`src/rtl/sort4_seq_if.sv`:
```
// Handshake and data bundle between the ALU sequencer and the sort4_seq engine.
interface sort4_seq_if;
    logic        start;
    logic        desc;
    logic [31:0] din;
    logic [31:0] dout;
    logic        busy;
    logic        done;

    modport master (output start, desc, din, input dout, busy, done);
    modport slave  (input start, desc, din, output dout, busy, done);
endinterface

```
`src/rtl/sort4_seq.sv`:
```
// Four-byte sorter: one shared unsigned compare-and-swap per clock over a fixed
// six-step bubble schedule, so latency is data independent.
module ge8 (
    input  logic [7:0] a,
    input  logic [7:0] b,
    output logic       ge
);
    assign ge = (a >= b);
endmodule

module sort4_seq (
    input  logic        clk,
    input  logic        rst,
    sort4_seq_if.slave  bus
);
    typedef enum logic {IDLE, SORT} state_t;

    state_t          state_q, state_d;
    logic [2:0]      step_q, step_d;
    logic [3:0][7:0] r_q, r_d;
    logic            desc_q, desc_d;
    logic [31:0]     dout_q, dout_d;
    logic            busy_q, busy_d;
    logic            done_q, done_d;

    logic [1:0]      idx;
    logic [7:0]      op_a, op_b;
    logic            ge;
    logic            swap;

    // Pair schedule: three passes of shrinking length, (0,1)(1,2)(2,3) (0,1)(1,2) (0,1)
    always_comb begin
        case (step_q)
            3'd0:    idx = 2'd0;
            3'd1:    idx = 2'd1;
            3'd2:    idx = 2'd2;
            3'd3:    idx = 2'd0;
            3'd4:    idx = 2'd1;
            default: idx = 2'd0;
        endcase
    end

    assign op_a = r_q[idx];
    assign op_b = r_q[idx + 2'd1];

    ge8 u_ge8 (.a(op_a), .b(op_b), .ge(ge));

    assign swap = desc_q ? ~ge : ge;

    always_comb begin
        state_d = state_q;
        step_d  = step_q;
        r_d     = r_q;
        desc_d  = desc_q;
        dout_d  = dout_q;
        busy_d  = busy_q;
        done_d  = 1'b0;
        case (state_q)
            IDLE: begin
                if (bus.start) begin
                    r_d     = bus.din;
                    desc_d  = bus.desc;
                    step_d  = 3'd0;
                    busy_d  = 1'b1;
                    state_d = SORT;
                end
            end
            SORT: begin
                if (swap) begin
                    r_d[idx]        = op_b;
                    r_d[idx + 2'd1] = op_a;
                end
                step_d = step_q + 3'd1;
                // Last step publishes the post-swap word on the same edge.
                if (step_q == 3'd5) begin
                    dout_d  = r_d;
                    done_d  = 1'b1;
                    busy_d  = 1'b0;
                    step_d  = 3'd0;
                    state_d = IDLE;
                end
            end
            default: state_d = IDLE;
        endcase
    end

    always_ff @(posedge clk or posedge rst) begin
        if (rst) begin
            state_q <= IDLE;
            step_q  <= 3'd0;
            r_q     <= '0;
            desc_q  <= 1'b0;
            dout_q  <= 32'h0;
            busy_q  <= 1'b0;
            done_q  <= 1'b0;
        end else begin
            state_q <= state_d;
            step_q  <= step_d;
            r_q     <= r_d;
            desc_q  <= desc_d;
            dout_q  <= dout_d;
            busy_q  <= busy_d;
            done_q  <= done_d;
        end
    end

    assign bus.dout = dout_q;
    assign bus.busy = busy_q;
    assign bus.done = done_q;
endmodule

```
`src/flat_wrapper.sv`:
```
// flat-port wrapper written by rule: the top's interface ports become plain ports
module sort4_seq_flat 
  (clk, rst, bus_start, bus_desc, bus_din, bus_dout, bus_busy, bus_done);
  sort4_seq_if bus_i ();
  input  logic clk;
  input  logic rst;
  input wire logic [$bits(bus_i.start)-1:0] bus_start;
  input wire logic [$bits(bus_i.desc)-1:0] bus_desc;
  input wire logic [$bits(bus_i.din)-1:0] bus_din;
  output wire logic [$bits(bus_i.dout)-1:0] bus_dout;
  output wire logic [$bits(bus_i.busy)-1:0] bus_busy;
  output wire logic [$bits(bus_i.done)-1:0] bus_done;
  assign bus_i.start = bus_start;
  assign bus_i.desc = bus_desc;
  assign bus_i.din = bus_din;
  assign bus_dout = bus_i.dout;
  assign bus_busy = bus_i.busy;
  assign bus_done = bus_i.done;
  sort4_seq u_core (.clk(clk), .rst(rst), .bus(bus_i));
endmodule
```
`config.mk`:
```
export PLATFORM = sky130hd
export DESIGN_NAME = sort4_seq_flat
export DESIGN_NICKNAME = d
export VERILOG_FILES = /design/src/rtl/sort4_seq_if.sv /design/src/rtl/sort4_seq.sv /design/src/flat_wrapper.sv
export SDC_FILE = /design/constraint.sdc
export NUM_CORES = 1
export LEC_CHECK = 0
export CAP_MARGIN = 20
export CORE_MARGIN = 1.5
export CORE_UTILIZATION = 40
export CTS_CLUSTER_SIZE = 12
export DETAILED_ROUTE_END_ITERATION = 10
export GPL_ROUTABILITY_DRIVEN = 0
export SKIP_CTS_REPAIR_TIMING = 1
export SYNTH_ARGS = -nofsm -noshare
export SYNTH_HDL_FRONTEND = slang
export SYNTH_HIERARCHICAL = 1
export SYNTH_SLANG_ARGS = --single-unit
```
`constraint.sdc`:
```
create_clock -name clk -period 14.6 [get_ports clk]
set_clock_uncertainty 0.1 [all_clocks]
set_input_delay 1.46 -clock clk [delete_from_list [all_inputs] [get_ports clk]]
set_output_delay 1.46 -clock clk [all_outputs]
set_load 0.03 [all_outputs]
```
==> metrics.md, run 1 <==
| Metric | Value |
|---|---|
| Setup repair after global routing missed its margin | false |
| Main flop type after synthesis | dfrtp_1 |
| Startpoint Class | register |
| Final setup TNS | 0 ns |
| Vias in the first global route | 3754 |
| Post-DRT Antenna Nets | 0 |
| Syn Nets | 508 |
| Synth Register Bits | 71 |
| RR Endpoint | u_core/bus.dout[26] |
| Via count | 3943 |
| Drt pass-1 iters | 5 |
| Worst EP arrival | 6.18 ns |
| Nature of the critical path endpoint | register |
| Gate Count Post-Synth | 456 |
| Clk slew on worst S/H paths | 0.07 ns |
| DIE WIDTH | 109 microns |
| H-tree depth | 3 |
| Largest net degree at the start of global routing | 72 |
| Crit-path cells | xnor2_4 > nor2_8 > inv_1 > ha_1 > nor4b_2 > buf_4 > mux2i_1 > a21oi_1 > ha_1 > a21o_1 > a221oi_2 > o21ai_1 > xor2_2 > buf_8 > and4_1 > a221oi_1 > o21ai_0 > o21ai_0 |
| Hold path start | u_core/bus.dout[7] |
| Layout cells sized above 1 | 0.0807 |
| Post-DR wirelength/cell | 19.8 microns |
| Row count | 38 |
| Multi-input gate area | 2460 sq um |
| I/O Buffers | 69 |
| Hold slack | 0.377 ns |
| Core area | 10900 sq um |
| Max Root-Sink Buffers | 2 |
| CP top delay family | compound AO/OA/AOI/OAI gates |
| Max-slew violation count | 0 |
| R2R setup slack | 8.52 ns |
| Die outline height | 109 microns |
| CP peak stage delay | 0.59 ns |
| Post-synthesis sequential area ratio | 0.398 |
| Critical Path RT | 14.71 ns |
| Slew headroom | 0.301 |
| Netlist cell types | 41 |
| R2R depth | 18 |
| Initial core utilization | 0.410 |
| Hold Path Sink | u_core/bus.dout[7] |
| Status | finished, final reports clean |
| Post-Route Utilization | 0.495 |
| Fin nets | 558 |
| Crit path depth | 18 |
| Period utilization | 0.416 |
| Reg2Reg Launch Point | u_core/step_q[2] |
| FFs w/ async S/R, synth | 1.00 |
| First-pass GRT wire length | 20300 microns |
| Setup CP Type | register to register |
| Synth-to-layout area growth | 20.6% |
| Global route overflow | 0 |
| Die Area | 11800 sq um |
| Yosys warns | 6 |
| CTS Buf Count | 9 |
| CP Max Fanout | 21 |
| Max Fclk | 0.165 GHz |
| Slowest CP cell | xor2_2 |
| Clock latency at the later pin of the worst-skew pair | 0.36 ns |
| N_diodes | 0 |
| Post-route minimum period | 6.08 ns |
| Fillers | 1039 |
| Hold depth | 2 |
| Mapped Area | 4470 sq um |
| CP Buf/Inv Count | 3 |
| Syn avg cell area | 9.80 sq um |
| Worst hold path class | register to register |
| Worst-Margin Slew | 1.05 ns |
| Max-cap viol count | 0 |
| Initial antenna violation count | 0 |
| CTS sink cnt | 71 |
| DRC | 0 |
| Commonest non-fill, non-tap cells in the layout | dfrtp_1 (70), clkdlybuf4s50_1 (68), o21ai_0 (60) |
| Total wire length | 12900 microns |
| Register Area | 1780 sq um |
| Number of vias per cell | 6.08 |
| Endpoints failing setup | 0 |
| Dpl hpwl | 9040 microns |
| Fin. Hold Viols | 0 |
| Root Buffer | clkbuf_8 |
| Most common cell after layout, fill and taps aside | dfrtp_1 |
| CTS tree | yes |
| GRT Overall Usage | 0.227 |
| EDFF count, synth | 0 |
| Starting DRT DRC Count | 495 |
| Ports | 70 |
-- per-stage QoR --
stage                     cell area [sq um]  setup slack [ns]  cells
after floorplan                        4470              9.88    456
after global placement                 5200              7.92    633
after detailed placement               5220              8.68    635
after CTS                              5390              8.65    648
after global routing                   5390              8.23    648
final                                  5390              8.52    648
-- layer usage --
| metal | part of all wire | GRT usage |
|---|---|---|
| met4 | 0.029 | 0.108 |
| met1 | 0.46 | 0.330 |
| met3 | 0.083 | 0.0448 |
| met2 | 0.43 | 0.321 |
| met5 | 0 | 0 |
-- cell usage after synthesis (3+ instances only) --
| cell type | number | area share |
|---|---|---|
| a211oi_1 | 4 | 0.0067 |
| a21o_1 | 4 | 0.0067 |
| a21oi_1 | 38 | 0.043 |
| a221oi_1 | 24 | 0.047 |
| a22o_1 | 7 | 0.014 |
| and4_1 | 3 | 0.0059 |
| buf_1 | 10 | 0.0084 |
| buf_2 | 3 | 0.0034 |
| buf_4 | 3 | 0.0050 |
| clkbuf_1 | 16 | 0.013 |
| dfrtp_1 | 71 | 0.40 |
| ha_1 | 16 | 0.045 |
| inv_1 | 22 | 0.018 |
| mux2i_1 | 58 | 0.13 |
| mux4_2 | 8 | 0.040 |
| nand2_1 | 36 | 0.030 |
| nor2_1 | 13 | 0.011 |
| nor2b_1 | 4 | 0.0056 |
| o211a_1 | 3 | 0.0067 |
| o21ai_0 | 60 | 0.067 |
| o21ai_1 | 12 | 0.013 |
| o22ai_1 | 7 | 0.0098 |
| o2bb2ai_1 | 7 | 0.014 |
| or2_2 | 3 | 0.0042 |
-- cell families (layout without fill, tap and decap cells) --
group | Yosys count | in the layout | synth area share
mux | 68 | 68 | 0.175
xor+xnor | 4 | 4 | 0.0120
buf+inv | 56 | 108 | 0.0538
simple gates | 70 | 70 | 0.0773
flops | 71 | 71 | 0.398
compound gates | 171 | 171 | 0.239
fa+ha+maj | 16 | 16 | 0.0448
-- worst register-to-register path, cell delays in order, from the launching register on --
cell      delay [ns]
dfrtp_1         0.53
xnor2_4         0.24
nor2_8          0.34
inv_1           0.40
ha_1            0.34
nor4b_2         0.33
buf_4           0.27
mux2i_1         0.45
a21oi_1         0.14
ha_1            0.34
a21o_1          0.20
a221oi_2        0.24
o21ai_1         0.16
xor2_2          0.59
buf_8           0.26
and4_1          0.47
a221oi_1        0.16
o21ai_0         0.20
o21ai_0         0.16
-- state kept, by name (all words and copies together) (netlist names) --
signal	count
u_core/bus.dout	32
u_core/desc_q	1
u_core/bus.busy	1
u_core/state_q	1
u_core/r_q	32
u_core/bus.done	1
u_core/step_q	3
-- worst max path at each step --
stage                          start                  end  slack [ns]
floorplan           u_core/step_q[2]  u_core/bus.dout[25]        9.88
global placement    u_core/step_q[0]       u_core/r_q[13]        7.92
detailed placement  u_core/step_q[2]  u_core/bus.dout[26]        8.68
CTS                 u_core/step_q[2]  u_core/bus.dout[26]        8.65
global route        u_core/step_q[2]  u_core/bus.dout[26]        8.23
finish              u_core/step_q[2]  u_core/bus.dout[26]        8.52
-- area by class of cell --
| cell class | count | area share |
|---|---|---|
| Clock buffer | 12 | 0.0306 |
| Clock inverter | 1 | 0.000929 |
| Inverter | 22 | 0.0153 |
| Multi-Input combinational cell | 329 | 0.457 |
| Sequential cell | 71 | 0.330 |
| Tap cell | 140 | 0.0325 |
| Timing Repair Buffer | 73 | 0.134 |
Power of run 1 is not shown: default switching activity piles up to over one toggle a cycle in this logic, so the estimate is an artifact.
==> run 2, diff against run 1 <==
clock period = 5.34 ns   (was 14.6 ns; I/O delays follow)
==> metrics.md, run 2 (synthesized netlist as in run 1, its figures left out) <==
| Metric | Value |
|---|---|
| Status | finished, final reports clean |
| Layout cells sized above 1 | 0.106 (+0.0249) |
| Slew headroom | 0.296 (-0.00484) |
| Reg2Reg Launch Point | u_core/step_q[2] |
| CTS sink cnt | 71 (unchanged) |
| Number of vias per cell | 5.99 (-1.5%) |
| Post-Route Utilization | 0.507 (+0.0118) |
| Row count | 38 (unchanged) |
| Global route overflow | 0 (unchanged) |
| Period utilization | 0.922 (+0.506) |
| DIE WIDTH | 109 microns (unchanged) |
| Worst EP arrival | 5.03 ns (-1.15 ns) |
| Post-DR wirelength/cell | 19.1 microns (-3.7%) |
| Worst hold path class | register to register |
| Grt peak-use layer | met2 |
| CTS Buf Count | 9 (unchanged) |
| Root Buffer | clkbuf_8 |
| Startpoint Class | register |
| R2R depth | 18 (unchanged) |
| N_diodes | 0 (unchanged) |
| I/O Buffers | 69 (unchanged) |
| Die outline height | 109 microns (unchanged) |
| Starting DRT DRC Count | 401 (-19%) |
| Hold depth | 2 (unchanged) |
| Die Area | 11800 sq um (unchanged) |
| First-pass GRT wire length | 20400 microns (+0.47%) |
| Drt pass-1 iters | 6 (+1) |
| Endpoints failing setup | 0 (unchanged) |
| R2R setup slack | 0.41 ns (-8.11 ns) |
| CP Buf/Inv Count | 3 (unchanged) |
| Setup CP Type | register to register |
| CP peak stage delay | 0.54 ns (-0.05 ns) |
| Setup repair after global routing missed its margin | false |
| Post-route minimum period | 4.93 ns (-1.15 ns) |
| Initial core utilization | 0.410 (unchanged) |
| Nature of the critical path endpoint | register |
| Largest net degree at the start of global routing | 60 (-17%) |
| GRT Overall Usage | 0.225 (-0.00163) |
| Synth-to-layout area growth | 23.5% |
| Max Root-Sink Buffers | 2 (unchanged) |
| Crit-path cells | xnor2_4 > nor2_8 > inv_1 > ha_1 > nor4b_2 > buf_4 > mux2i_1 > a21oi_1 > ha_1 > a21o_1 > a221oi_2 > o21ai_1 > xor2_2 > buf_4 > and4_1 > a221oi_1 > o21ai_0 > o21ai_0 |
| Ports | 70 (unchanged) |
| Clock latency at the later pin of the worst-skew pair | 0.36 ns (about the same) |
| Worst-Margin Slew | 1.06 ns (+0.00726 ns) |
| Max Fclk | 0.203 GHz (+23%) |
| Post-DRT Antenna Nets | 0 (unchanged) |
| DRC | 0 (unchanged) |
| Via count | 3962 (+0.48%) |
| Fin. Hold Viols | 0 (unchanged) |
| Most common cell after layout, fill and taps aside | dfrtp_1 |
| Hold Path Sink | u_core/bus.dout[27] |
| Total wire length | 12600 microns (-1.7%) |
| CTS tree | yes |
| RR Endpoint | u_core/bus.dout[25] |
| Core area | 10900 sq um (unchanged) |
| Fin nets | 568 (+1.8%) |
| Met3 Track Usage GR | 0.0347 (-0.0102) |
| Global routing usage on met2 | 0.338 (+0.0166) |
| Critical Path RT | 5.44 ns (-9.27 ns) |
| Final setup TNS | 0 ns (unchanged) |
| Placed Cells | 645 (+1.6%) |
| CP Max Fanout | 20 (-4.8%) |
| Layout Cells excl Fill | 661 (+2.0%) |
| Hold slack | 0.381 ns (+0.00338 ns) |
| Max-cap viol count | 0 (unchanged) |
| Vias in the first global route | 3759 (+0.13%) |
| Max-slew violation count | 0 (unchanged) |
| H-tree depth | 3 (unchanged) |
| Clk slew on worst S/H paths | 0.09 ns (+0.02 ns) |
| Initial antenna violation count | 0 (unchanged) |
| Slowest CP cell | dfrtp_1 |
| CP top delay family | compound AO/OA/AOI/OAI gates |
| Met1 usage | 0.324 (-0.00558) |
| Commonest non-fill, non-tap cells in the layout | dfrtp_1 (69), clkdlybuf4s50_1 (68), o21ai_0 (60) |
| Hold path start | u_core/bus.dout[27] |
| Dpl hpwl | 9370 microns (+3.6%) |
[run 2: worst max-delay path by stage]
stage	to	start	depth (start not counted)	slack [ns]
6_report	u_core/bus.dout[25]	u_core/step_q[2]	18	0.41
5_1_grt	u_core/bus.dout[27]	u_core/step_q[2]	18	0.03
4_1_cts	u_core/bus.dout[25]	u_core/step_q[1]	17	0.41
3_5_place_dp	u_core/bus.dout[25]	u_core/step_q[1]	17	0.42
3_3_place_gp	u_core/bus.dout[26]	u_core/step_q[1]	17	0.58
2_1_floorplan	u_core/bus.dout[25]	u_core/step_q[2]	22	0.62
[run 2: through the flow]
stage / setup WS [ns] / instance area, sq um
2_1_floorplan: 0.624 / 4470
3_3_place_gp: 0.579 / 5290
3_5_place_dp: 0.419 / 5290
4_1_cts: 0.412 / 5520
5_1_grt: 0.0328 / 5520
6_report: 0.414 / 5520
[run 2: layout make-up]
cell class	count	area (sq um)
clock buffers	10	138
clock inverters	6	92.6
fillers	1017	5370
inverters	22	82.6
multi-input cells	329	2460
flip-flops and latches	71	1780
well taps	140	175
repair buffers	83	791
[run 2: tightest hold or removal path: cells and delay by family (launching register included)]
family             cells  cell delay (ns)
DFF                    1             0.34
AOI/OAI and AO/OA      1             0.06
and+or+nand+nor        1             0.04
[run 2: routing by layer]
metal / up-vias / part of all wire
li1: 1819 / -
met1: 1892 / 0.46
met2: 212 / 0.44
met3: 39 / 0.077
met4: 0 / 0.030
met5: - / 0
Power of run 2 is left out for the same reason.
==> run 3, diff against run 2 <==
SETUP_SLACK_MARGIN = 0.02   (was not set)
==> results of run 3 <==
No change in the layout: final DEF, timing and power equal those of run 2.
Power of run 3 is left out for the same reason.
==> edit 1: new RTL, config.mk and constraints of run 1 <==
`r_q` and `dout_q` no longer have a reset.
--- a/src/rtl/sort4_seq.sv
+++ b/src/rtl/sort4_seq.sv
@@ -89,7 +89,5 @@
             state_q <= IDLE;
             step_q  <= 3'd0;
-            r_q     <= '0;
             desc_q  <= 1'b0;
-            dout_q  <= 32'h0;
             busy_q  <= 1'b0;
             done_q  <= 1'b0;
@@ -97,10 +95,13 @@
             state_q <= state_d;
             step_q  <= step_d;
-            r_q     <= r_d;
             desc_q  <= desc_d;
-            dout_q  <= dout_d;
             busy_q  <= busy_d;
             done_q  <= done_d;
         end
+    end
+
+    always_ff @(posedge clk) begin
+        r_q    <= r_d;
+        dout_q <= dout_d;
     end
 
Behaviour: not the same (Yosys sat finds a counterexample within 10 cycles, from zero or initial values and one cycle with rst high; the reset may be asserted at any time).
==> edit 1 against run 1 <==
Via count grew 7.5%. Area after synthesis grew 3.2%. Routed wire length grew 12%. Setup slack lost 730 ps. Sequential cell count is the same. Cell area grew 5.7%. Critical endpoint is now u_core/r_q[22]. Highest routed layer unchanged.
Power is left out: the tool's default activity adds up to more than one toggle a clock period on the data nets, which glitch-free logic cannot reach.
==> edit 1: results (changes against run 1) <==
| Metric | Value |
|---|---|
| Status | finished, final reports clean (unchanged) |
| Setup TNS after final layout | 0 ps (unchanged) |
| Met1 usage in global routing | 32.4% (was 33.0%) |
| Met2 Use GR | 38.7% (was 32.1%) |
| Number of global-route vias before repair | 3,828 (was 3,754) |
| Later-pin clock latency in the skew report | 340 ps (was 360 ps) |
| Reg2reg start | u_core/step_q[1] (was u_core/step_q[2]) |
| Largest cells by area after synthesis | sky130_fd_sc_hd__edfxtp_1 (42%), sky130_fd_sc_hd__o221ai_1 (6.1%), sky130_fd_sc_hd__nand2_1 (5.2%) (was sky130_fd_sc_hd__dfrtp_1 (40%), sky130_fd_sc_hd__mux2i_1 (13%), sky130_fd_sc_hd__o21ai_0 (6.7%)) |
| Number of enable flip-flop cells after synthesis | 64 (was 0) |
| Dpl cells | 670 (was 635) |
| Violation count after the first detailed-routing iteration | 354 (was 495) |
| Maximum cell stage delay along the critical path | 840 ps (was 590 ps) |
| Synth Area per Inst | 9.65 um2 (was 9.80 um2) |
| Sequential share of the synthesized area | 45.5% (was 39.8%) |
| Category of cells accounting for the largest share of critical-path delay | simple AND/OR/NAND/NOR gates (was compound AO/OA/AOI/OAI gates) |
| Data arrival, critical path | 6750 ps (was 6180 ps) |
| Highest fanout seen on the critical path | 32 (was 21) |
| Most common library cells after synthesis | sky130_fd_sc_hd__edfxtp_1 (64), sky130_fd_sc_hd__nand2_1 (64), sky130_fd_sc_hd__inv_1 (54) (was sky130_fd_sc_hd__dfrtp_1 (71), sky130_fd_sc_hd__o21ai_0 (60), sky130_fd_sc_hd__mux2i_1 (58)) |
| Root Buffer Master | sky130_fd_sc_hd__clkbuf_16 (was sky130_fd_sc_hd__clkbuf_8) |
| Global-route wire length before repair | 21,400 um (was 20,300 um) |
| Largest net degree at the start of global routing | 50 (was 72) |
| Avg WL per Cell | 21.0 um (was 19.8 um) |
| Antenna Cells | 0 (unchanged) |
| Hold path start | u_core/bus.busy (was u_core/bus.dout[7]) |
| Via Count | 4,239 (was 3,943) |
| Fraction of registers with async set/reset | 9.86% (was 100%) |
| NumNets Final | 590 (was 558) |
| Fraction of layout cells with a size suffix above 1 | 9.58% (was 8.07%) |
| CTS Buffer Depth | 2 (unchanged) |
| Syn nets | 530 (was 508) |
| Buffers on Ports | 69 (unchanged) |
| Worst relative slew slack | 34.3% (was 30.1%) |
| Avg Vias per Cell | 6.18 (was 6.08) |
| Overall track demand over capacity in global routing | 24.1% (was 22.7%) |
| Number of antenna violations at the first check in global routing | 0 (unchanged) |
| Number of different library cells in the post-synthesis netlist | 45 (was 41) |
| Global routing met3 resource utilization | 3.76% (was 4.48%) |
| Post-detailed-placement half-perimeter wirelength | 10,200 um (was 9040 um) |
| Number of CTS-inserted buffers | 9 (unchanged) |
| Slowest stage cell, crit path | sky130_fd_sc_hd__ha_1 (was sky130_fd_sc_hd__xor2_2) |
## edit 1: area by class of cell
cell class                 count  area [um2]
fill                        1065        5630
clock inverter                 5        48.8
multi-input combinational    324        2180
sequential                    71        2100
inverter                      56         210
clock buffer                  11         233
tap                          143         179
timing repair buffer          76         743
## edit 1: worst paths after layout
kind,to,slack (ps),cells past startpoint
max,u_core/r_q[22],7790,16
min,u_core/bus.busy,430,2
max reg2reg,u_core/r_q[22],7790,16
min reg2reg,u_core/bus.busy,430,2
max in group asynchronous,u_core/step_q[1],12960,2
min in group asynchronous,u_core/bus.done,1240,2
## edit 1: stage by stage
stage,instance area [um2],utilization [%],setup slack (ps)
2_1_floorplan,4610,-,9990
3_3_place_gp,5410,47.8,8220
3_5_place_dp,5410,47.8,8050
4_1_cts,5700,50.3,8030
5_1_grt,5700,50.3,7340
6_report,5700,50.3,7790
## edit 1: logic make-up (layout without fill, tap and decap cells)
logic type               after synthesis  in the layout  share of synthesized area, %
multiplexers                          10             10                          2.20
XOR/XNOR                               4              4                          1.09
buffers and inverters                 83            148                          7.25
flip-flops                            71             71                          45.5
AO/OA/AOI/OAI                        136            136                          23.7
AND/OR/NAND/NOR                      158            158                          15.9
adder cells (fa/ha/maj)               16             16                          4.34
## edit 1: worst min-delay path, cell delays in order, from the launching register on
cell,delay [ps]
sky130_fd_sc_hd__dfrtp_1,370
sky130_fd_sc_hd__inv_1,50
sky130_fd_sc_hd__o21bai_1,60
## edit 1: routing by layer
layer	vias to the layer above	part of all wire [%]
met5	-	0
met4	0	2.9
met3	36	8.7
met2	256	47
met1	2036	41
li1	1911	-
==> edit 2: new RTL, settings of run 1 <==
Without the edit above. Reset style: synchronous (`rst`), changed in one clocked block.
--- a/src/rtl/sort4_seq.sv
+++ b/src/rtl/sort4_seq.sv
@@ -85,5 +85,5 @@
     end
 
-    always_ff @(posedge clk or posedge rst) begin
+    always_ff @(posedge clk) begin
         if (rst) begin
             state_q <= IDLE;
Formal check against the unedited RTL: differs if rst is asserted again (counterexample within 4 cycles, from zero or initial values and one cycle with rst high); with rst held inactive, the same outputs for 4 cycles.
==> edit 2 against run 1 <==
Sequential cell count stayed put. Setup slack worse by 81 ps. Area after synthesis rose by 17%. Core utilization decreased by 0.76 points. Cell area increased by 15%. Routed wire length grew 44%. Synthesized cell count is 38% higher. Via count is 39% higher. Critical path type unchanged. Critical endpoint is now u_core/r_q[26].
Power is left out: it rests on default switching activity, and per cell area and clock period it moved more than threefold.
==> edit 2: results (changes against run 1) <==
| Metric | Value |
|---|---|
| Reg-to-reg setup timing slack | 8440 ps (was 8520 ps) |
| Largest net degree at the start of global routing | 77 (was 72) |
| Fraction of registers with async set/reset | 0% (was 100%) |
| Placed Instance Area | 5760 um2 (was 5220 um2) |
| Violation count after the first detailed-routing iteration | 734 (was 495) |
| Maximum cell stage delay along the critical path | 720 ps (was 590 ps) |
| Post-route worst hold slack | 365 ps (was 377 ps) |
| Most used flip-flop cell after synthesis | sky130_fd_sc_hd__dfxtp_1 (was sky130_fd_sc_hd__dfrtp_1) |
| Post-detailed-placement half-perimeter wirelength | 12,100 um (was 9040 um) |
| Final wirelength | 18,500 um (was 12,900 um) |
| Syn nets | 680 (was 508) |
| Terminus of the critical flop-to-flop path | u_core/r_q[26] (was u_core/bus.dout[26]) |
| Worst Hold End | u_core/bus.dout[18] (was u_core/bus.dout[7]) |
| Number of global-route vias before repair | 5,067 (was 3,754) |
| Data arrival, critical path | 6290 ps (was 6180 ps) |
| Overall track demand over capacity in global routing | 26.2% (was 22.7%) |
| Horiz. Die Dim | 117 um (was 109 um) |
| Dpl cells | 802 (was 635) |
| Highest fanout seen on the critical path | 71 (was 21) |
| Root Buffer Master | sky130_fd_sc_hd__clkbuf_16 (was sky130_fd_sc_hd__clkbuf_8) |
| Largest cells by area after synthesis | sky130_fd_sc_hd__dfxtp_1 (27%), sky130_fd_sc_hd__o21ai_0 (9.2%), sky130_fd_sc_hd__a32oi_1 (5.3%) (was sky130_fd_sc_hd__dfrtp_1 (40%), sky130_fd_sc_hd__mux2i_1 (13%), sky130_fd_sc_hd__o21ai_0 (6.7%)) |
| Synth Area per Inst | 8.35 um2 (was 9.80 um2) |
| Status | finished, final reports clean (unchanged) |
| Sequential share of the synthesized area | 27.1% (was 39.8%) |
| NumNets Final | 695 (was 558) |
[edit 2: through the flow]
| stage | utilization [%] | worst slack [ps] |
|---|---|---|
| after floorplan | - | 9810 |
| final | 48.7 | 8440 |
| after CTS | 48.4 | 8130 |
| after global routing | 48.7 | 7940 |
| after detailed placement | 45.3 | 8120 |
| after global placement | 45.3 | 8440 |
[edit 2: area by class of cell]
class / count / area, um2
well taps: 172 / 215
fillers: 1265 / 6520
repair buffers: 77 / 783
clock inverters: 6 / 155
multi-input cells: 474 / 3350
inverters: 10 / 37.5
clock buffers: 10 / 239
flip-flops and latches: 71 / 1420
[edit 2: worst max path at each step]
stage	from	slack, ps	end
floorplan	u_core/step_q[1]	9810	u_core/r_q[10]
global placement	u_core/step_q[0]	8440	u_core/r_q[28]
detailed placement	u_core/step_q[0]	8120	u_core/r_q[28]
CTS	u_core/step_q[0]	8130	u_core/r_q[21]
global route	u_core/step_q[0]	7940	u_core/r_q[21]
finish	u_core/step_q[0]	8440	u_core/r_q[26]
[edit 2: cell families (layout without fill, tap and decap cells)]
kind of cell	after synthesis	count (layout)	synth area share (%)
simple gates	119	119	12.9
flops	71	71	27.1
compound gates	302	302	39.2
xor+xnor	2	2	0.692
fa+ha+maj	16	16	3.82
mux	35	35	6.87
buf+inv	83	103	9.40
[edit 2: worst min-delay path: stages, from the launching register on]
cell,delay (ps)
sky130_fd_sc_hd__dfxtp_1,320
sky130_fd_sc_hd__a32oi_1,60
sky130_fd_sc_hd__o31ai_1,50
[edit 2: per-layer routing]
metal | vias to the layer above | track usage, % | part of all wire [%]
met5 | - | 0 | 0
met4 | 0 | 10.8 | 3.1
met3 | 54 | 4.65 | 8.7
met2 | 309 | 42.3 | 47
met1 | 2649 | 34.5 | 41
li1 | 2477 | - | -
